## src/rtl/lif_pkg.sv

```systemverilog
`default_nettype none
// ============================================================================
//  Module      : lif_pkg
//  Description : Shared types and helpers for the LIF neuron array:
//                sweep FSM encoding, saturating add, refractory width.
//  Revision    : 1.0  initial release
// ============================================================================
package lif_pkg;

  // Sweep FSM encoding
  localparam logic [1:0] ST_IDLE_ENC  = 2'd0;
  localparam logic [1:0] ST_SWEEP_ENC = 2'd1;
  localparam logic [1:0] ST_EMIT_ENC  = 2'd2;

  typedef enum logic [1:0] {
    ST_IDLE  = ST_IDLE_ENC,
    ST_SWEEP = ST_SWEEP_ENC,
    ST_EMIT  = ST_EMIT_ENC
  } state_e;

  // Bits needed to hold a refractory count of 0..refrac; never less than 1
  function automatic int refrac_width(input int refrac);
    int w;
    w = $clog2(refrac + 1);
    if (w < 1) w = 1;
    return w;
  endfunction

  // Adds two sign-extended operands and clamps the result to the signed
  // range of a 'width'-bit register (width <= 31)
  function automatic logic signed [31:0] sat_add(input logic signed [31:0] a,
                                                 input logic signed [31:0] b,
                                                 input int width);
    logic signed [32:0] s;
    logic signed [32:0] hi;
    logic signed [32:0] lo;
    s  = {a[31], a} + {b[31], b};
    hi = (33'sd1 <<< (width - 1)) - 33'sd1;
    lo = -hi - 33'sd1;
    if (s > hi) return hi[31:0];
    if (s < lo) return lo[31:0];
    return s[31:0];
  endfunction

endpackage
`default_nettype wire

```

## src/rtl/lif_if.sv

```systemverilog
`default_nettype none
// ============================================================================
//  Module      : lif_if
//  Description : Event-in / spike-out bus of the LIF neuron array, plus the
//                timestep tick and status flags.
//  Revision    : 1.0  initial release
// ============================================================================
interface lif_if #(
  parameter int IDX_W   = 3,
  parameter int W_WIDTH = 8
);
  logic                      in_valid;
  logic                      in_ready;
  logic [IDX_W-1:0]          in_idx;
  logic signed [W_WIDTH-1:0] in_weight;
  logic                      tick;
  logic                      busy;
  logic                      out_valid;
  logic                      out_ready;
  logic [IDX_W-1:0]          out_idx;
  logic                      tick_overrun;

  // Router / motor layer side
  modport master (
    output in_valid, in_idx, in_weight, tick, out_ready,
    input  in_ready, busy, out_valid, out_idx, tick_overrun
  );

  // Neuron array side
  modport slave (
    input  in_valid, in_idx, in_weight, tick, out_ready,
    output in_ready, busy, out_valid, out_idx, tick_overrun
  );
endinterface
`default_nettype wire

```

## src/rtl/lif_neuron_array_update.sv

```systemverilog
`default_nettype none
// ============================================================================
//  Module      : lif_update
//  Description : Combinational per-neuron timestep update: refractory
//                countdown, leak, threshold compare and reset on fire.
//                One instance is time-shared across the whole array.
//  Revision    : 1.0  initial release
// ============================================================================
module lif_update #(
  parameter int V_WIDTH    = 16,
  parameter int R_W        = 2,
  parameter int LEAK_SHIFT = 4,
  parameter int V_TH       = 1000,
  parameter int V_RESET    = 0,
  parameter int REFRAC     = 2
) (
  input  logic signed [V_WIDTH-1:0] v,
  input  logic [R_W-1:0]            refrac,
  output logic signed [V_WIDTH-1:0] v_next,
  output logic [R_W-1:0]            refrac_next,
  output logic                      fire
);

  localparam logic signed [V_WIDTH-1:0] c_th     = V_WIDTH'(V_TH);
  localparam logic signed [V_WIDTH-1:0] c_v_rst  = V_WIDTH'(V_RESET);
  localparam logic [R_W-1:0]            c_refrac = R_W'(REFRAC);

  logic signed [V_WIDTH-1:0] v_leak;

  // Leak moves v toward zero by v>>>LEAK_SHIFT, so it can never overflow;
  // a refractory neuron only counts down and keeps its membrane value
  always_comb begin
    v_leak      = v - (v >>> LEAK_SHIFT);
    v_next      = v;
    refrac_next = refrac;
    fire        = 1'b0;
    if (refrac != '0) begin
      refrac_next = refrac - R_W'(1);
    end else if (v_leak >= c_th) begin
      v_next      = c_v_rst;
      refrac_next = c_refrac;
      fire        = 1'b1;
    end else begin
      v_next = v_leak;
    end
  end

endmodule
`default_nettype wire

```

## src/rtl/lif_neuron_array.sv

```systemverilog
`default_nettype none
// ============================================================================
//  Module      : lif_neuron_array
//  Description : Time-multiplexed array of leaky integrate-and-fire neurons.
//                Input events integrate while idle; each tick sweeps all
//                neurons through the shared update datapath and emits an
//                indexed spike for every neuron that fires.
//  Revision    : 1.0  initial release
// ============================================================================
module lif_neuron_array
  import lif_pkg::*;
#(
  parameter int N_NEURONS  = 8,
  parameter int IDX_W      = 3,
  parameter int V_WIDTH    = 16,
  parameter int W_WIDTH    = 8,
  parameter int LEAK_SHIFT = 4,
  parameter int V_TH       = 1000,
  parameter int V_RESET    = 0,
  parameter int REFRAC     = 2
) (
  input logic  clk,
  input logic  reset,
  lif_if.slave bus
);

  localparam int                        R_W     = refrac_width(REFRAC);
  localparam logic [IDX_W-1:0]          c_last  = IDX_W'(N_NEURONS - 1);
  localparam logic signed [V_WIDTH-1:0] c_v_rst = V_WIDTH'(V_RESET);

  state_e                    state_q, state_d;
  logic [IDX_W-1:0]          ptr_q, ptr_d;
  logic [IDX_W-1:0]          out_idx_q, out_idx_d;
  logic                      tick_pending_q, tick_pending_d;
  logic                      tick_overrun_q, tick_overrun_d;
  logic signed [V_WIDTH-1:0] v_q [N_NEURONS];
  logic signed [V_WIDTH-1:0] v_d [N_NEURONS];
  logic [R_W-1:0]            refrac_q [N_NEURONS];
  logic [R_W-1:0]            refrac_d [N_NEURONS];

  logic                      in_ready_w;
  logic                      busy_w;
  logic                      idx_ok;
  logic                      sweep_done;
  logic signed [V_WIDTH-1:0] upd_v;
  logic [R_W-1:0]            upd_refrac;
  logic                      upd_fire;

  assign busy_w     = (state_q != ST_IDLE);
  assign in_ready_w = (state_q == ST_IDLE) && !reset;
  assign idx_ok     = (32'(bus.in_idx) < N_NEURONS);

  assign bus.in_ready     = in_ready_w;
  assign bus.busy         = busy_w;
  assign bus.out_valid    = (state_q == ST_EMIT);
  assign bus.out_idx      = out_idx_q;
  assign bus.tick_overrun = tick_overrun_q;

  lif_update #(
    .V_WIDTH    (V_WIDTH),
    .R_W        (R_W),
    .LEAK_SHIFT (LEAK_SHIFT),
    .V_TH       (V_TH),
    .V_RESET    (V_RESET),
    .REFRAC     (REFRAC)
  ) u_update (
    .v           (v_q[ptr_q]),
    .refrac      (refrac_q[ptr_q]),
    .v_next      (upd_v),
    .refrac_next (upd_refrac),
    .fire        (upd_fire)
  );

  // Next-state: integrate events while idle, step the sweep pointer,
  // hold in EMIT until the spike is taken, chain a pending tick
  always_comb begin
    state_d    = state_q;
    ptr_d      = ptr_q;
    out_idx_d  = out_idx_q;
    v_d        = v_q;
    refrac_d   = refrac_q;
    sweep_done = 1'b0;

    case (state_q)
      ST_IDLE: begin
        // Events into a refractory neuron or past the array are consumed
        if (bus.in_valid && in_ready_w && idx_ok && (refrac_q[bus.in_idx] == '0)) begin
          v_d[bus.in_idx] = V_WIDTH'(sat_add(32'(v_q[bus.in_idx]),
                                             32'(bus.in_weight), V_WIDTH));
        end
        if (bus.tick) begin
          state_d = ST_SWEEP;
          ptr_d   = '0;
        end
      end
      ST_SWEEP: begin
        v_d[ptr_q]      = upd_v;
        refrac_d[ptr_q] = upd_refrac;
        if (upd_fire) begin
          state_d   = ST_EMIT;
          out_idx_d = ptr_q;
        end else if (ptr_q == c_last) begin
          sweep_done = 1'b1;
        end else begin
          ptr_d = ptr_q + IDX_W'(1);
        end
      end
      ST_EMIT: begin
        if (bus.out_ready) begin
          if (ptr_q == c_last) begin
            sweep_done = 1'b1;
          end else begin
            state_d = ST_SWEEP;
            ptr_d   = ptr_q + IDX_W'(1);
          end
        end
      end
      default: state_d = ST_IDLE;
    endcase

    // A pending tick restarts the sweep straight away, skipping IDLE
    if (sweep_done) begin
      ptr_d   = '0;
      state_d = tick_pending_q ? ST_SWEEP : ST_IDLE;
    end

    // One tick may queue behind a running sweep; a second one is lost
    tick_pending_d = (tick_pending_q && !sweep_done) || (bus.tick && busy_w);
    tick_overrun_d = tick_overrun_q ||
                     (bus.tick && busy_w && tick_pending_q && !sweep_done);
  end

  // State and neuron registers; reset aborts any sweep and pending spike
  always_ff @(posedge clk) begin
    if (reset) begin
      state_q        <= ST_IDLE;
      ptr_q          <= '0;
      out_idx_q      <= '0;
      tick_pending_q <= 1'b0;
      tick_overrun_q <= 1'b0;
      for (int k = 0; k < N_NEURONS; k++) begin
        v_q[k]      <= c_v_rst;
        refrac_q[k] <= '0;
      end
    end else begin
      state_q        <= state_d;
      ptr_q          <= ptr_d;
      out_idx_q      <= out_idx_d;
      tick_pending_q <= tick_pending_d;
      tick_overrun_q <= tick_overrun_d;
      v_q            <= v_d;
      refrac_q       <= refrac_d;
    end
  end

endmodule
`default_nettype wire

```

## src/flat_wrapper.sv

```systemverilog
// flat-port wrapper written by rule: the top's interface ports become plain ports
module lif_neuron_array_flat import lif_pkg::*;
#(
  parameter int N_NEURONS  = 8,
  parameter int IDX_W      = 3,
  parameter int V_WIDTH    = 16,
  parameter int W_WIDTH    = 8,
  parameter int LEAK_SHIFT = 4,
  parameter int V_TH       = 1000,
  parameter int V_RESET    = 0,
  parameter int REFRAC     = 2
)
  (clk, reset, bus_in_valid, bus_in_idx, bus_in_weight, bus_tick, bus_out_ready, bus_in_ready, bus_busy, bus_out_valid, bus_out_idx, bus_tick_overrun);
  lif_if #(.IDX_W(IDX_W), .W_WIDTH(W_WIDTH)) bus_i ();
  input logic clk;
  input logic reset;
  input wire logic [$bits(bus_i.in_valid)-1:0] bus_in_valid;
  input wire logic [$bits(bus_i.in_idx)-1:0] bus_in_idx;
  input wire logic [$bits(bus_i.in_weight)-1:0] bus_in_weight;
  input wire logic [$bits(bus_i.tick)-1:0] bus_tick;
  input wire logic [$bits(bus_i.out_ready)-1:0] bus_out_ready;
  output wire logic [$bits(bus_i.in_ready)-1:0] bus_in_ready;
  output wire logic [$bits(bus_i.busy)-1:0] bus_busy;
  output wire logic [$bits(bus_i.out_valid)-1:0] bus_out_valid;
  output wire logic [$bits(bus_i.out_idx)-1:0] bus_out_idx;
  output wire logic [$bits(bus_i.tick_overrun)-1:0] bus_tick_overrun;
  assign bus_i.in_valid = bus_in_valid;
  assign bus_i.in_idx = bus_in_idx;
  assign bus_i.in_weight = bus_in_weight;
  assign bus_i.tick = bus_tick;
  assign bus_i.out_ready = bus_out_ready;
  assign bus_in_ready = bus_i.in_ready;
  assign bus_busy = bus_i.busy;
  assign bus_out_valid = bus_i.out_valid;
  assign bus_out_idx = bus_i.out_idx;
  assign bus_tick_overrun = bus_i.tick_overrun;
  lif_neuron_array #(.N_NEURONS(N_NEURONS), .IDX_W(IDX_W), .V_WIDTH(V_WIDTH), .W_WIDTH(W_WIDTH), .LEAK_SHIFT(LEAK_SHIFT), .V_TH(V_TH), .V_RESET(V_RESET), .REFRAC(REFRAC)) u_core (.clk(clk), .reset(reset), .bus(bus_i));
endmodule
```

## config.mk

```make
export PLATFORM = sky130hd
export DESIGN_NAME = lif_neuron_array_flat
export DESIGN_NICKNAME = d
export VERILOG_FILES = /design/src/rtl/lif_pkg.sv /design/src/rtl/lif_if.sv /design/src/rtl/lif_neuron_array_update.sv /design/src/rtl/lif_neuron_array.sv /design/src/flat_wrapper.sv
export SDC_FILE = /design/constraint.sdc
export NUM_CORES = 1
export LEC_CHECK = 0
export CAP_MARGIN = 5
export CELL_PAD_IN_SITES_DETAIL_PLACEMENT = 1
export CELL_PAD_IN_SITES_GLOBAL_PLACEMENT = 2
export CORE_MARGIN = 5
export CORE_UTILIZATION = 35
export CTS_CLUSTER_DIAMETER = 40
export DETAILED_ROUTE_END_ITERATION = 10
export PLACE_DENSITY = 0.83
export SLEW_MARGIN = 15
export SYNTH_ARGS = -nofsm -noshare
export SYNTH_HDL_FRONTEND = slang
export SYNTH_SLANG_ARGS = --single-unit
```

## constraint.sdc

```tcl
create_clock -name clk -period 4.8 [get_ports clk]
set_clock_uncertainty 0.05 [all_clocks]
set_input_delay 0.96 -clock clk [delete_from_list [all_inputs] [get_ports clk]]
set_output_delay 0.96 -clock clk [all_outputs]
set_load 0.02 [all_outputs]
```

==> metrics.md <==
| Metric | Value |
|---|---|
| # diodes | `0` |
| CP Max Fanout | `8` |
| CP arrival | `5.03 ns` |
| GRT busiest layer | `met2` |
| Outcome | `complete, no violations` |
| Drt wl/cell | `26.4 um` |
| Rows | `66` |
| Main combinational cell family by area after synthesis | `compound AO/OA/AOI/OAI gates` |
| Leak | `5.53 nW` |
| CTS tree | `done` |
| Fin. Hold Viols | `0` |
| WP data required | `5.12 ns` |
| Max cap viols | `0` |
| GR Overflow Total | `0` |
| #FFs+latches synth | `154` |
| Final WL | `54.7 mm` |
| Critical path class | `register to register` |
| Register area share after synthesis | `27.0%` |
| Fmax | `212 MHz` |
| Commonest non-fill, non-tap cell in the layout | `o21ai_0` |
| Compound-Gate Fraction of Synth Area | `36.2%` |
| Top-Level Pins | `23` |
| Iter 0 DRT Violations | `1,383` |
| Post-Synth Adder-Cell Area | `4.40%` |
| Share of cells above drive strength 1 | `22.3%` |
| Hpwl dp | `38.4 mm` |
| Placed Area | `13,600 um2` |
| Filler cell count in the final layout | `3,940` |
| Xor/xnor share of the synthesized area | `0.996%` |
| Crit. End Element | `register` |
| Cells after Synth | `1,470` |
| EDFF count, synth | `0` |
| Synth unique cells | `76` |
| Synth Area in Simple Gates | `13.3%` |
| Grt met3 use | `7.10%` |
| Post-synthesis mux area share | `13.5%` |
| Clock Sinks | `154` |
| GR Util All Layers | `29.4%` |
| Synth warn | `0` |
| Setup Viol. Count Final | `0` |
| Vias in the first global route | `13.7k` |
| Initial Util | `35.3%` |
| Syn-to-layout area delta | `26.2%` |
| 1st-pass router iterations | `6` |
| Chip width | `191 um` |
| GP Congestion | `0.916` |
| Vias per cell | `6.42` |
| Final instance area | `14,400 um2` |
| Quantity of I/O buffers inserted on ports | `22` |
| Period utilization | `98.2%` |
| Largest net degree at the start of global routing | `92` |
| DRC Markers | `0` |
| First-pass GRT wire length | `82.4 mm` |
| Slew Viols, Final | `0` |
| Total power | `9.61 mW` |
| Core area | `32,400 um2` |
| Clk slew on worst S/H paths | `0.07 ns` |
| Mean Syn Cell Area | `7.78 um2` |
| DP Cell Count | `2,040` |
| Slew @ Worst Pin | `1.25 ns` |
| Worst skew pair latency | `0.44 ns` |
| Clock Tree Buf Depth | `2` |
| Post-Syn Area | `11,400 um2` |
| Prevailing post-synth register cell | `dfxtp_1` |
| Hold Path Class | `register to register` |
| Die height | `191 um` |
| ANT nets after route | `0` |
| Die Area | `36,400 um2` |
| Critical Path Start Type | `register` |
| Commonest cells after routing, fill and taps aside | `o21ai_0, buf_4, a21oi_1` |
| Global Route met1 Usage | `36.5%` |
| Asr flop ratio synth | `0%` |
| Hold_ws | `0.443 ns` |
| CTS Buf Count | `17` |
| Final non-filler cell total | `2,077` |
| Met2 usage | `48.4%` |
| Slew headroom | `16.0%` |
| CTS root buf | `clkbuf_16` |
| Initial antenna violation count | `0` |
| Max IR drop VDD | `0.000412 V` |
| Syn_nets | `1,525` |
| Hold buffers post-CTS | `0` |
| Pwr/cell area | `666 nW/um2` |
| Vias post-DR | `13.3k` |
| Htree depth | `4` |
| Minimum clock period | `4.71 ns` |
| Nets | `1,677` |
critical path, stage by stage, from the launching register on:
cell and delay [ns]:
dfxtp_4 0.42, buf_4 0.16, buf_4 0.18, mux4_2 0.51, mux2_2 0.34, ha_1 0.39, buf_4 0.19, a211o_1 0.34
a21o_1 0.17, a21oi_1 0.18, xnor2_1 0.20, nand4b_1 0.20, nand4_2 0.18, buf_4 0.20, a221oi_4 0.56, a221oi_1 0.17
nor2_1 0.19
logic make-up (layout without fill, tap and decap cells):
group,count (synthesis),in the layout
AO/OA/AOI/OAI,685,685
XOR/XNOR,13,13
adder cells (fa/ha/maj),39,39
multiplexers,103,103
buffers and inverters,134,299
AND/OR/NAND/NOR,342,342
flip-flops,154,154
cell type report:
type | instances | area [um2] | area share (%)
Clock buffer | 17 | 425 | 2.95
Tap cell | 442 | 553 | 3.83
Clock inverter | 15 | 249 | 1.73
Multi-Input combinational cell | 1182 | 7970 | 55.2
Sequential cell | 154 | 3090 | 21.4
Inverter | 33 | 124 | 0.859
Timing Repair Buffer | 234 | 2010 | 13.9
flip-flops by register name (all words and copies together), names as in the netlist:
register	flops
u_core.tick_pending_q	1
u_core.ptr_q	3
u_core.bus.tick_overrun	1
u_core.bus.out_idx	3
u_core.refrac_q	16
u_core.state_q	2
u_core.v_q	128
Yosys cell counts, types with 5 or more instances:
cell type	instances	share of area, %
a211oi_1	6	0.39
a211oi_4	5	0.88
a21o_1	11	0.72
a21oi_1	195	8.5
a221oi_1	20	1.5
a22oi_1	16	1.1
a2bb2oi_1	10	0.77
a31oi_1	19	1.0
a32oi_1	5	0.38
and2_1	8	0.44
and3_1	6	0.33
buf_1	16	0.53
buf_2	14	0.61
clkbuf_1	70	2.3
dfxtp_1	154	27
ha_1	37	4.0
inv_1	33	1.1
mux2_2	21	2.1
mux2i_1	43	3.8
mux4_2	39	7.7
nand2_1	82	2.7
nand2b_1	7	0.38
nand3_1	16	0.70
nand4_1	5	0.27
nor2_1	147	4.8
nor2b_1	12	0.66
nor3_1	39	1.7
nor4_1	5	0.27
o211ai_1	8	0.53
o21a_1	8	0.53
o21ai_0	275	12
o21ai_1	24	1.1
o221ai_1	12	0.92
o22a_1	7	0.54
o22ai_1	11	0.60
xnor2_1	9	0.69
where the power goes:
part	internal [mW]	switching [mW]	total [mW]	leakage [nW]
sequential	1.41	0.132	1.54	1.25
combinational	2.55	3.94	6.48	3.97
clock	0.976	0.612	1.59	0.311
total	4.93	4.68	9.61	5.53
final timing paths:
path / start / end / cells after the start / slack [ns]
worst max-delay path: u_core.ptr_q[1] / u_core.v_q[98] / 16 / 0.09
worst min-delay path: u_core.refrac_q[12] / u_core.refrac_q[12] / 2 / 0.44
worst max register to register: u_core.ptr_q[1] / u_core.v_q[98] / 16 / 0.09
worst min register to register: u_core.refrac_q[12] / u_core.refrac_q[12] / 2 / 0.44
through the flow:
step | setup TNS, ns | utilization (%) | setup slack [ns]
2_1_floorplan | 0 | - | 0.00786
3_3_place_gp | -12.42 | 41.9 | -0.340
3_5_place_dp | -24.05 | 41.9 | -0.589
4_1_cts | 0 | 44.1 | 0.00439
5_1_grt | -0.566 | 44.6 | -0.0609
6_report | 0 | 44.6 | 0.0854
per-layer routing:
layer	up-vias	wire, um
li1	5875	-
met3	169	4850
met2	651	25400
met5	-	0
met4	0	2450
met1	6648	22000
repair_timing:
action,4_1_cts,5_1_grt
setup buffers,0,4
pin swaps,1,2
gates resized for setup,6,24
endpoints found under the setup margin,87,138
cloned,0,1
(Power assumes the default switching activity.)
